$ cat config.mk
export PLATFORM = sky130hd
export DESIGN_NAME = alu_muldiv
export DESIGN_NICKNAME = d
export VERILOG_FILES = /design/src/rtl/alu_muldiv_pkg.sv /design/src/rtl/alu_muldiv_muldiv_iter.sv /design/src/rtl/alu_muldiv.sv
export SDC_FILE = /design/constraint.sdc
export NUM_CORES = 1
export LEC_CHECK = 0
export CAP_MARGIN = 40
export CORE_MARGIN = 2
export CORE_UTILIZATION = 35
export CTS_CLUSTER_SIZE = 16
export DETAILED_ROUTE_END_ITERATION = 16
export GPL_TIMING_DRIVEN = 0
export PLACE_DENSITY = 0.6
export SLEW_MARGIN = 20
export SYNTH_ARGS = -nofsm -noshare
export SYNTH_HDL_FRONTEND = slang
export SYNTH_SLANG_ARGS = --single-unit
$ cat constraint.sdc
create_clock -name clk -period 14.4 [get_ports clk]
set_input_delay 3.6 -clock clk [delete_from_list [all_inputs] [get_ports clk]]
set_output_delay 3.6 -clock clk [all_outputs]
set_load 0.02 [all_outputs]
$ cat src/rtl/alu_muldiv_pkg.sv
// Shared constants and types for the ALU / multiply-divide execute block.
// Holds the ALU_OP codes used by the controller, the MD_OP codes that
// select the iterative multiply/divide operation, and the FSM state type.
package alu_muldiv_pkg;

    // Combinational ALU operation codes; any code not listed performs SLL.
    localparam logic [3:0] ALU_ADD = 4'd0;
    localparam logic [3:0] ALU_SUB = 4'd1;
    localparam logic [3:0] ALU_AND = 4'd2;
    localparam logic [3:0] ALU_OR  = 4'd3;
    localparam logic [3:0] ALU_NOR = 4'd4;
    localparam logic [3:0] ALU_SLT = 4'd5;
    localparam logic [3:0] ALU_SRL = 4'd6;
    localparam logic [3:0] ALU_SRA = 4'd7;
    localparam logic [3:0] ALU_SLL = 4'd8;
    localparam logic [3:0] ALU_NOP = 4'd15;

    // Multiply/divide operation codes.
    localparam logic [1:0] MD_MULT  = 2'b00;
    localparam logic [1:0] MD_MULTU = 2'b01;
    localparam logic [1:0] MD_DIV   = 2'b10;
    localparam logic [1:0] MD_DIVU  = 2'b11;

    typedef enum logic [1:0] {
        IDLE = 2'd0,
        RUN  = 2'd1,
        FIX  = 2'd2
    } md_state_t;

    // Signed variants work on operand magnitudes and fix the signs at the end.
    function automatic logic md_is_signed(input logic [1:0] op);
        return (op == MD_MULT) || (op == MD_DIV);
    endfunction

endpackage

$ cat src/rtl/alu_muldiv_muldiv_iter.sv
// Iterative multiply/divide unit owning the HI/LO registers.
// Ports:
//   clk, rst          clock, synchronous active-high reset
//   a, b              operands (a is also the MTHI/MTLO data)
//   md_start, md_op   request and operation select
//   hi_we, lo_we      MTHI / MTLO write enables, honoured only when idle
//   md_busy, md_done  unit iterating / one-cycle completion pulse
//   hi, lo            HI and LO registers
// One accumulator serves both operations: the upper half holds the partial
// product (multiply) or the running remainder (divide); the lower half holds
// the multiplier being consumed (multiply) or the dividend being turned into
// the quotient (divide).
module muldiv_iter
    import alu_muldiv_pkg::*;
#(
    parameter int WIDTH = 32
) (
    input  logic             clk,
    input  logic             rst,
    input  logic [WIDTH-1:0] a,
    input  logic [WIDTH-1:0] b,
    input  logic             md_start,
    input  logic [1:0]       md_op,
    input  logic             hi_we,
    input  logic             lo_we,
    output logic             md_busy,
    output logic             md_done,
    output logic [WIDTH-1:0] hi,
    output logic [WIDTH-1:0] lo
);

    localparam int CW = $clog2(WIDTH);
    localparam logic [CW-1:0] CNT_LOAD = CW'(WIDTH - 1);
    localparam logic [CW-1:0] CNT_ONE  = CW'(1);
    localparam logic [CW-1:0] CNT_ZERO = CW'(0);

    md_state_t          state_r, state_next_s;
    logic               accept_s;

    logic [2*WIDTH-1:0] acc_r;
    logic [WIDTH-1:0]   op_r;
    logic [CW-1:0]      count_r;
    logic               is_div_r;
    logic               sign_q_r;
    logic               sign_r_r;
    logic               b_zero_r;
    logic [WIDTH-1:0]   hi_r;
    logic [WIDTH-1:0]   lo_r;
    logic               busy_r;
    logic               done_r;

    logic               op_signed_s;
    logic [WIDTH-1:0]   a_mag_s;
    logic [WIDTH-1:0]   b_mag_s;

    logic [WIDTH-1:0]   acc_hi_s;
    logic [WIDTH-1:0]   acc_lo_s;
    logic [WIDTH:0]     mul_sum_s;
    logic [WIDTH:0]     rem_shift_s;
    logic               rem_ge_s;
    logic [WIDTH-1:0]   rem_diff_s;
    logic [2*WIDTH-1:0] acc_step_s;

    logic [2*WIDTH-1:0] prod_s;
    logic [WIDTH-1:0]   quo_s;
    logic [WIDTH-1:0]   rem_s;
    logic [WIDTH-1:0]   fix_hi_s;
    logic [WIDTH-1:0]   fix_lo_s;

    // FSM state register.
    always_ff @(posedge clk) begin
        if (rst) begin
            state_r <= IDLE;
        end else begin
            state_r <= state_next_s;
        end
    end

    // FSM next-state logic; a START outside IDLE is simply not looked at.
    always_comb begin
        state_next_s = state_r;
        accept_s     = 1'b0;
        case (state_r)
            IDLE: begin
                if (md_start) begin
                    state_next_s = RUN;
                    accept_s     = 1'b1;
                end else begin
                    state_next_s = IDLE;
                end
            end
            RUN: begin
                if (count_r == CNT_ZERO) begin
                    state_next_s = FIX;
                end else begin
                    state_next_s = RUN;
                end
            end
            FIX:     state_next_s = IDLE;
            default: state_next_s = IDLE;
        endcase
    end

    // Operand magnitudes captured at START for the signed operations.
    always_comb begin
        op_signed_s = md_is_signed(md_op);
        if (op_signed_s && a[WIDTH-1]) begin
            a_mag_s = -a;
        end else begin
            a_mag_s = a;
        end
        if (op_signed_s && b[WIDTH-1]) begin
            b_mag_s = -b;
        end else begin
            b_mag_s = b;
        end
    end

    // One iteration: shift-add multiply step or restoring divide step.
    always_comb begin
        acc_hi_s    = acc_r[2*WIDTH-1:WIDTH];
        acc_lo_s    = acc_r[WIDTH-1:0];
        mul_sum_s   = {1'b0, acc_hi_s} + (acc_lo_s[0] ? {1'b0, op_r} : {(WIDTH+1){1'b0}});
        rem_shift_s = {acc_hi_s, acc_lo_s[WIDTH-1]};
        rem_ge_s    = (rem_shift_s >= {1'b0, op_r});
        // The difference is only kept when it is below the divisor, so WIDTH bits suffice.
        rem_diff_s  = rem_shift_s[WIDTH-1:0] - op_r;
        if (is_div_r) begin
            if (rem_ge_s) begin
                acc_step_s = {rem_diff_s, acc_lo_s[WIDTH-2:0], 1'b1};
            end else begin
                acc_step_s = {rem_shift_s[WIDTH-1:0], acc_lo_s[WIDTH-2:0], 1'b0};
            end
        end else begin
            acc_step_s = {mul_sum_s, acc_lo_s[WIDTH-1:1]};
        end
    end

    // Sign correction applied while in FIX.
    always_comb begin
        if (sign_q_r) begin
            prod_s = -acc_r;
        end else begin
            prod_s = acc_r;
        end
        // A zero divisor yields an all-ones quotient magnitude; leave it uncorrected.
        if (sign_q_r && !b_zero_r) begin
            quo_s = -acc_lo_s;
        end else begin
            quo_s = acc_lo_s;
        end
        if (sign_r_r) begin
            rem_s = -acc_hi_s;
        end else begin
            rem_s = acc_hi_s;
        end
        if (is_div_r) begin
            fix_hi_s = rem_s;
            fix_lo_s = quo_s;
        end else begin
            fix_hi_s = prod_s[2*WIDTH-1:WIDTH];
            fix_lo_s = prod_s[WIDTH-1:0];
        end
    end

    // Iteration datapath, HI/LO and status registers.
    always_ff @(posedge clk) begin
        if (rst) begin
            acc_r    <= {(2*WIDTH){1'b0}};
            op_r     <= {WIDTH{1'b0}};
            count_r  <= CNT_ZERO;
            is_div_r <= 1'b0;
            sign_q_r <= 1'b0;
            sign_r_r <= 1'b0;
            b_zero_r <= 1'b0;
            hi_r     <= {WIDTH{1'b0}};
            lo_r     <= {WIDTH{1'b0}};
            busy_r   <= 1'b0;
            done_r   <= 1'b0;
        end else begin
            done_r <= 1'b0;
            case (state_r)
                IDLE: begin
                    // MTHI/MTLO land now even if a START is accepted alongside.
                    if (hi_we) begin
                        hi_r <= a;
                    end
                    if (lo_we) begin
                        lo_r <= a;
                    end
                    if (accept_s) begin
                        acc_r    <= {{WIDTH{1'b0}}, a_mag_s};
                        op_r     <= b_mag_s;
                        count_r  <= CNT_LOAD;
                        is_div_r <= md_op[1];
                        sign_q_r <= op_signed_s & (a[WIDTH-1] ^ b[WIDTH-1]);
                        sign_r_r <= (md_op == MD_DIV) & a[WIDTH-1];
                        b_zero_r <= (b == {WIDTH{1'b0}});
                        busy_r   <= 1'b1;
                    end
                end
                RUN: begin
                    acc_r   <= acc_step_s;
                    count_r <= count_r - CNT_ONE;
                end
                FIX: begin
                    hi_r   <= fix_hi_s;
                    lo_r   <= fix_lo_s;
                    done_r <= 1'b1;
                    busy_r <= 1'b0;
                end
                default: begin
                    busy_r <= 1'b0;
                end
            endcase
        end
    end

    assign md_busy = busy_r;
    assign md_done = done_r;
    assign hi      = hi_r;
    assign lo      = lo_r;

endmodule

$ cat src/rtl/alu_muldiv.sv
// Execute-stage ALU with an attached iterative multiply/divide unit.
// Ports:
//   clk, rst          clock, synchronous active-high reset
//   A, B, ALU_OP      operands and combinational op select
//   ALU_OUT           combinational ALU result
//   MD_START, MD_OP   multiply/divide request and operation
//   MD_BUSY, MD_DONE  unit iterating / one-cycle completion pulse
//   HI_WE, LO_WE      MTHI / MTLO write enables (data from A)
//   HI, LO            HI and LO registers
module alu_muldiv
    import alu_muldiv_pkg::*;
#(
    parameter int WIDTH = 32
) (
    input  logic             clk,
    input  logic             rst,
    input  logic [WIDTH-1:0] A,
    input  logic [WIDTH-1:0] B,
    input  logic [3:0]       ALU_OP,
    output logic [WIDTH-1:0] ALU_OUT,
    input  logic             MD_START,
    input  logic [1:0]       MD_OP,
    output logic             MD_BUSY,
    output logic             MD_DONE,
    input  logic             HI_WE,
    input  logic             LO_WE,
    output logic [WIDTH-1:0] HI,
    output logic [WIDTH-1:0] LO
);

    localparam int SHW = $clog2(WIDTH);

    logic [SHW-1:0] shamt_s;
    logic           slt_s;

    assign shamt_s = A[SHW-1:0];
    assign slt_s   = ($signed(A) < $signed(B));

    // Combinational operation mux; unknown codes and NOP fall through to SLL.
    always_comb begin
        ALU_OUT = B << shamt_s;
        case (ALU_OP)
            ALU_ADD: ALU_OUT = A + B;
            ALU_SUB: ALU_OUT = A - B;
            ALU_AND: ALU_OUT = A & B;
            ALU_OR:  ALU_OUT = A | B;
            ALU_NOR: ALU_OUT = ~(A | B);
            ALU_SLT: ALU_OUT = {{(WIDTH-1){1'b0}}, slt_s};
            ALU_SRL: ALU_OUT = B >> shamt_s;
            ALU_SRA: ALU_OUT = $signed(B) >>> shamt_s;
            ALU_SLL: ALU_OUT = B << shamt_s;
            default: ALU_OUT = B << shamt_s;
        endcase
    end

    muldiv_iter #(
        .WIDTH(WIDTH)
    ) u_muldiv_iter (
        .clk      (clk),
        .rst      (rst),
        .a        (A),
        .b        (B),
        .md_start (MD_START),
        .md_op    (MD_OP),
        .hi_we    (HI_WE),
        .lo_we    (LO_WE),
        .md_busy  (MD_BUSY),
        .md_done  (MD_DONE),
        .hi       (HI),
        .lo       (LO)
    );

endmodule

==> impl_metrics.yaml <==
run_status:
  outcome: "complete, no violations"
power_and_ir_drop:
  p_leak_uw: 0.009820
  power.density_mw_per_mm2: 80.80
  vdd_ir_drop_max_uv: 65.78
logic_synthesis:
  synth_edf_count: 0
  netlist_area_mm2: 0.02182
  async_reset_ff_share_pct: 0
  yosys_most_used_dff: "dfxtp_1"
  yosysSeqAreaShare_pct: 15.87
  synth_cells: 3125
  synth_warnings: 0
  ys_ff_latch: 173
  ys_types: 78
  synth.net_count: 3385
  avgSynthCellArea_um2: 6.983
timing:
  clock.fmax_ghz: 0.07356
  min_period_ns: 13.59
  maxSlewViolCount: 0
  period_share_pct: 94.40
  finClkSkew_ns: 0.01103
  fin_setup_tns_ns: 0
  maxSlewHeadroom_pct: 36.92
  worst_pin_slew_ns: 0.9462
  finalHoldViolCount: 0
  rsz0062_at_grt: "false"
  finalSetupViolCount: 0
route:
  routed_wl_mm: 117.9
  vias: 26132
  met1Wirelength_mm: 48.00
  antenna_left: 0
  via_per_inst: 6.241
  dr_wl_met2_mm: 50.67
  wl_met3_mm: 10.85
  drc: 0
  firstDrtPassIters: 6
  top_layer_used: "met4"
  drtIter0Drc: 2928
  drt-wirelength-per-cell_um: 28.17
cells_and_area:
  drive_above_1_share_pct: 3.195
  nFillCells: 6751
  final_cells: 4187
  final_cell_mix: "449 x nor2_1, 282 x a21oi_1, 252 x o21ai_0"
  num-nets-final: 3596
  area_delta_synth_final_pct: 16.18
  final_common_cell: "nor2_1"
global_route:
  track_usage_pct: 35.69
  antenna_found_initial: 1
  grt_pass1_wl_mm: 169.2
  grt_max_degree: 18
  grt_overflow: 0
  grt_pass1_vias: 24510
cts:
  cts_hold_buf: 0
  cts_buffers: 17
  clk_path_buf_depth: 2
  htree_levels: 4
  cts_root_buffer: "clkbuf_16"
  cts.repair.resized: 0
  clkSinkCount: 173
  worst_skew_pair.late_latency_ns: 0.46
  clkTransAtPathRegs_ns: 0.07
  post_cts.repair.setup_buffers: 0
  cts_tree: "done"
worst_setup_path:
  r2r_start: "u_muldiv_iter.acc_r[0]"
  cp_common_cell: "clkbuf_1"
  startpoint_type: "input port"
  rr_worst_depth: 12
  crit_start: "A[0]"
  cp_data_required_time_ns: 10.80
  worstReg2RegEnd: "u_muldiv_iter.hi[24]"
  end_kind: "output port"
  worst-path-max-fanout: 10
  worstPathCellList: "clkdlybuf4s50_1 -> inv_1 -> clkbuf_1 -> clkbuf_1 -> clkbuf_1 -> buf_8 -> ha_1 -> fa_1 -> nor2_1 -> o311a_1 -> o221a_2 -> a21bo_2 -> o21ai_0 -> o21ai_0 -> a221oi_1 -> xnor2_1 -> a21oi_1 -> a21oi_1 -> clkdlybuf4s50_1"
  worstPathArrival_ns: 9.99
  critical-path-max-stage-delay_ns: 0.66
  crit_slowest_cell: "clkdlybuf4s50_1"
  critical_path_class: "in2out"
  r2r_setup_slack_ns: 9.76
die:
  die_w_um: 253.7
  die-area_mm2: 0.06436
  io_pins: 173
  num_rows: 91
  core_mm2: 0.06171
  start_util_pct: 35.36
  die_h_um: 253.7
worst_hold_path:
  hold_depth: 2
  worstHoldEndpoint: "u_muldiv_iter.op_r[31]"
  min_from: "u_muldiv_iter.op_r[31]"
  hp-class: "reg2reg"
placement:
  gp_congestion: 1.097
  portBuffers: 168
  dp.cells: 4148
  hpwlAfterDp_mm: 95.72
run:
  drv_cap: 0
## sequential cells by signal, summed over array words and instances (netlist names)
signal,cells
u_muldiv_iter.hi,32
u_muldiv_iter.state_r,2
u_muldiv_iter.sign_r_r,1
u_muldiv_iter.sign_q_r,1
u_muldiv_iter.acc_r,64
u_muldiv_iter.is_div_r,1
u_muldiv_iter.md_done,1
u_muldiv_iter.count_r,5
u_muldiv_iter.b_zero_r,1
u_muldiv_iter.op_r,32
u_muldiv_iter.md_busy,1
u_muldiv_iter.lo,32
## synth_stat cells (18+ instances only)
cell       number  share of area [%]
xor2_1         53                2.1
o21ai_0       252                5.8
a311oi_1       24               0.96
a21oi_1       282                6.5
mux2i_1       118                5.4
xnor2_1       133                5.3
a22oi_1        21               0.72
a31oi_1        32               0.92
ha_1          181                 10
o211ai_1       48                1.7
a221oi_1       21               0.84
and3_1         18               0.52
a2111oi_0      21               0.84
dfxtp_1       173                 16
a21o_1         44                1.5
or3_1          32               0.92
inv_1         149                2.6
nand3_1        35               0.80
nor4_1         30               0.86
buf_1          31               0.53
o31ai_1        31                1.1
clkbuf_1      183                3.1
a211oi_1      154                5.3
nand2b_1       35                1.0
nand2_1       235                4.0
nor3_1         48                1.1
nor2_1        449                7.7
## routing by layer
layer	GRT usage, %	up-vias
li1	-	11878
met1	46.00	12353
met2	55.55	1593
met3	5.767	308
met4	22.20	0
met5	0	-
## metrics by stage
step                      total power (µW)  hold slack, ns  setup WS (ns)  instance area (µm²)  util, %
after floorplan                       1171          0.4319          3.460                21820        -
after global placement                1564          0.4562         0.6947                24550    39.78
after detailed placement              1563          0.4561          1.096                24740    40.09
after CTS                             2013          0.4634          1.052                25290    40.98
after global routing                  2133          0.4919         0.8085                25350    41.08
final                                 2048          0.4653         0.8063                25350    41.08
## power by group
part	internal, µW	switching, µW
logic	353	677
clock network	227	225
registers	522	44.0
total	1100	946
## critical path: cells and delay by family
family                   cells  cell delay (ns)
buffers and inverters        7             3.12
AO/OA/AOI/OAI                8             2.16
adder cells (fa/ha/maj)      2             0.78
XOR/XNOR                     1             0.23
AND/OR/NAND/NOR              1             0.07
## kinds of logic after synthesis
logic type | count (synthesis) | synth area share [%]
buf+inv | 368 | 6.336
fa+ha+maj | 185 | 10.74
flops | 173 | 15.87
simple gates | 972 | 19.88
xor+xnor | 186 | 7.465
compound gates | 1103 | 32.84
mux | 138 | 6.857
## worst max-delay path by stage
stage,slack [ns],end
after CTS,1.05,ALU_OUT[22]
after global routing,0.81,ALU_OUT[22]
after floorplan,3.46,ALU_OUT[30]
after global placement,0.69,ALU_OUT[22]
after detailed placement,1.10,ALU_OUT[22]
final,0.81,ALU_OUT[22]
## final cells by class
type | count | area [µm²] | share of cell area (%)
inverters | 153 | 574.3 | 2.265
repair buffers | 192 | 1906 | 7.516
plain buffers | 215 | 808.3 | 3.188
multi-input cells | 2584 | 17000 | 67.06
clock inverters | 14 | 120.1 | 0.4738
diodes | 1 | 2.502 | 0.009870
well taps | 837 | 1047 | 4.131
flip-flops and latches | 173 | 3463 | 13.66
clock buffers | 18 | 429.2 | 1.693
Power figures use the tool's default switching activity.
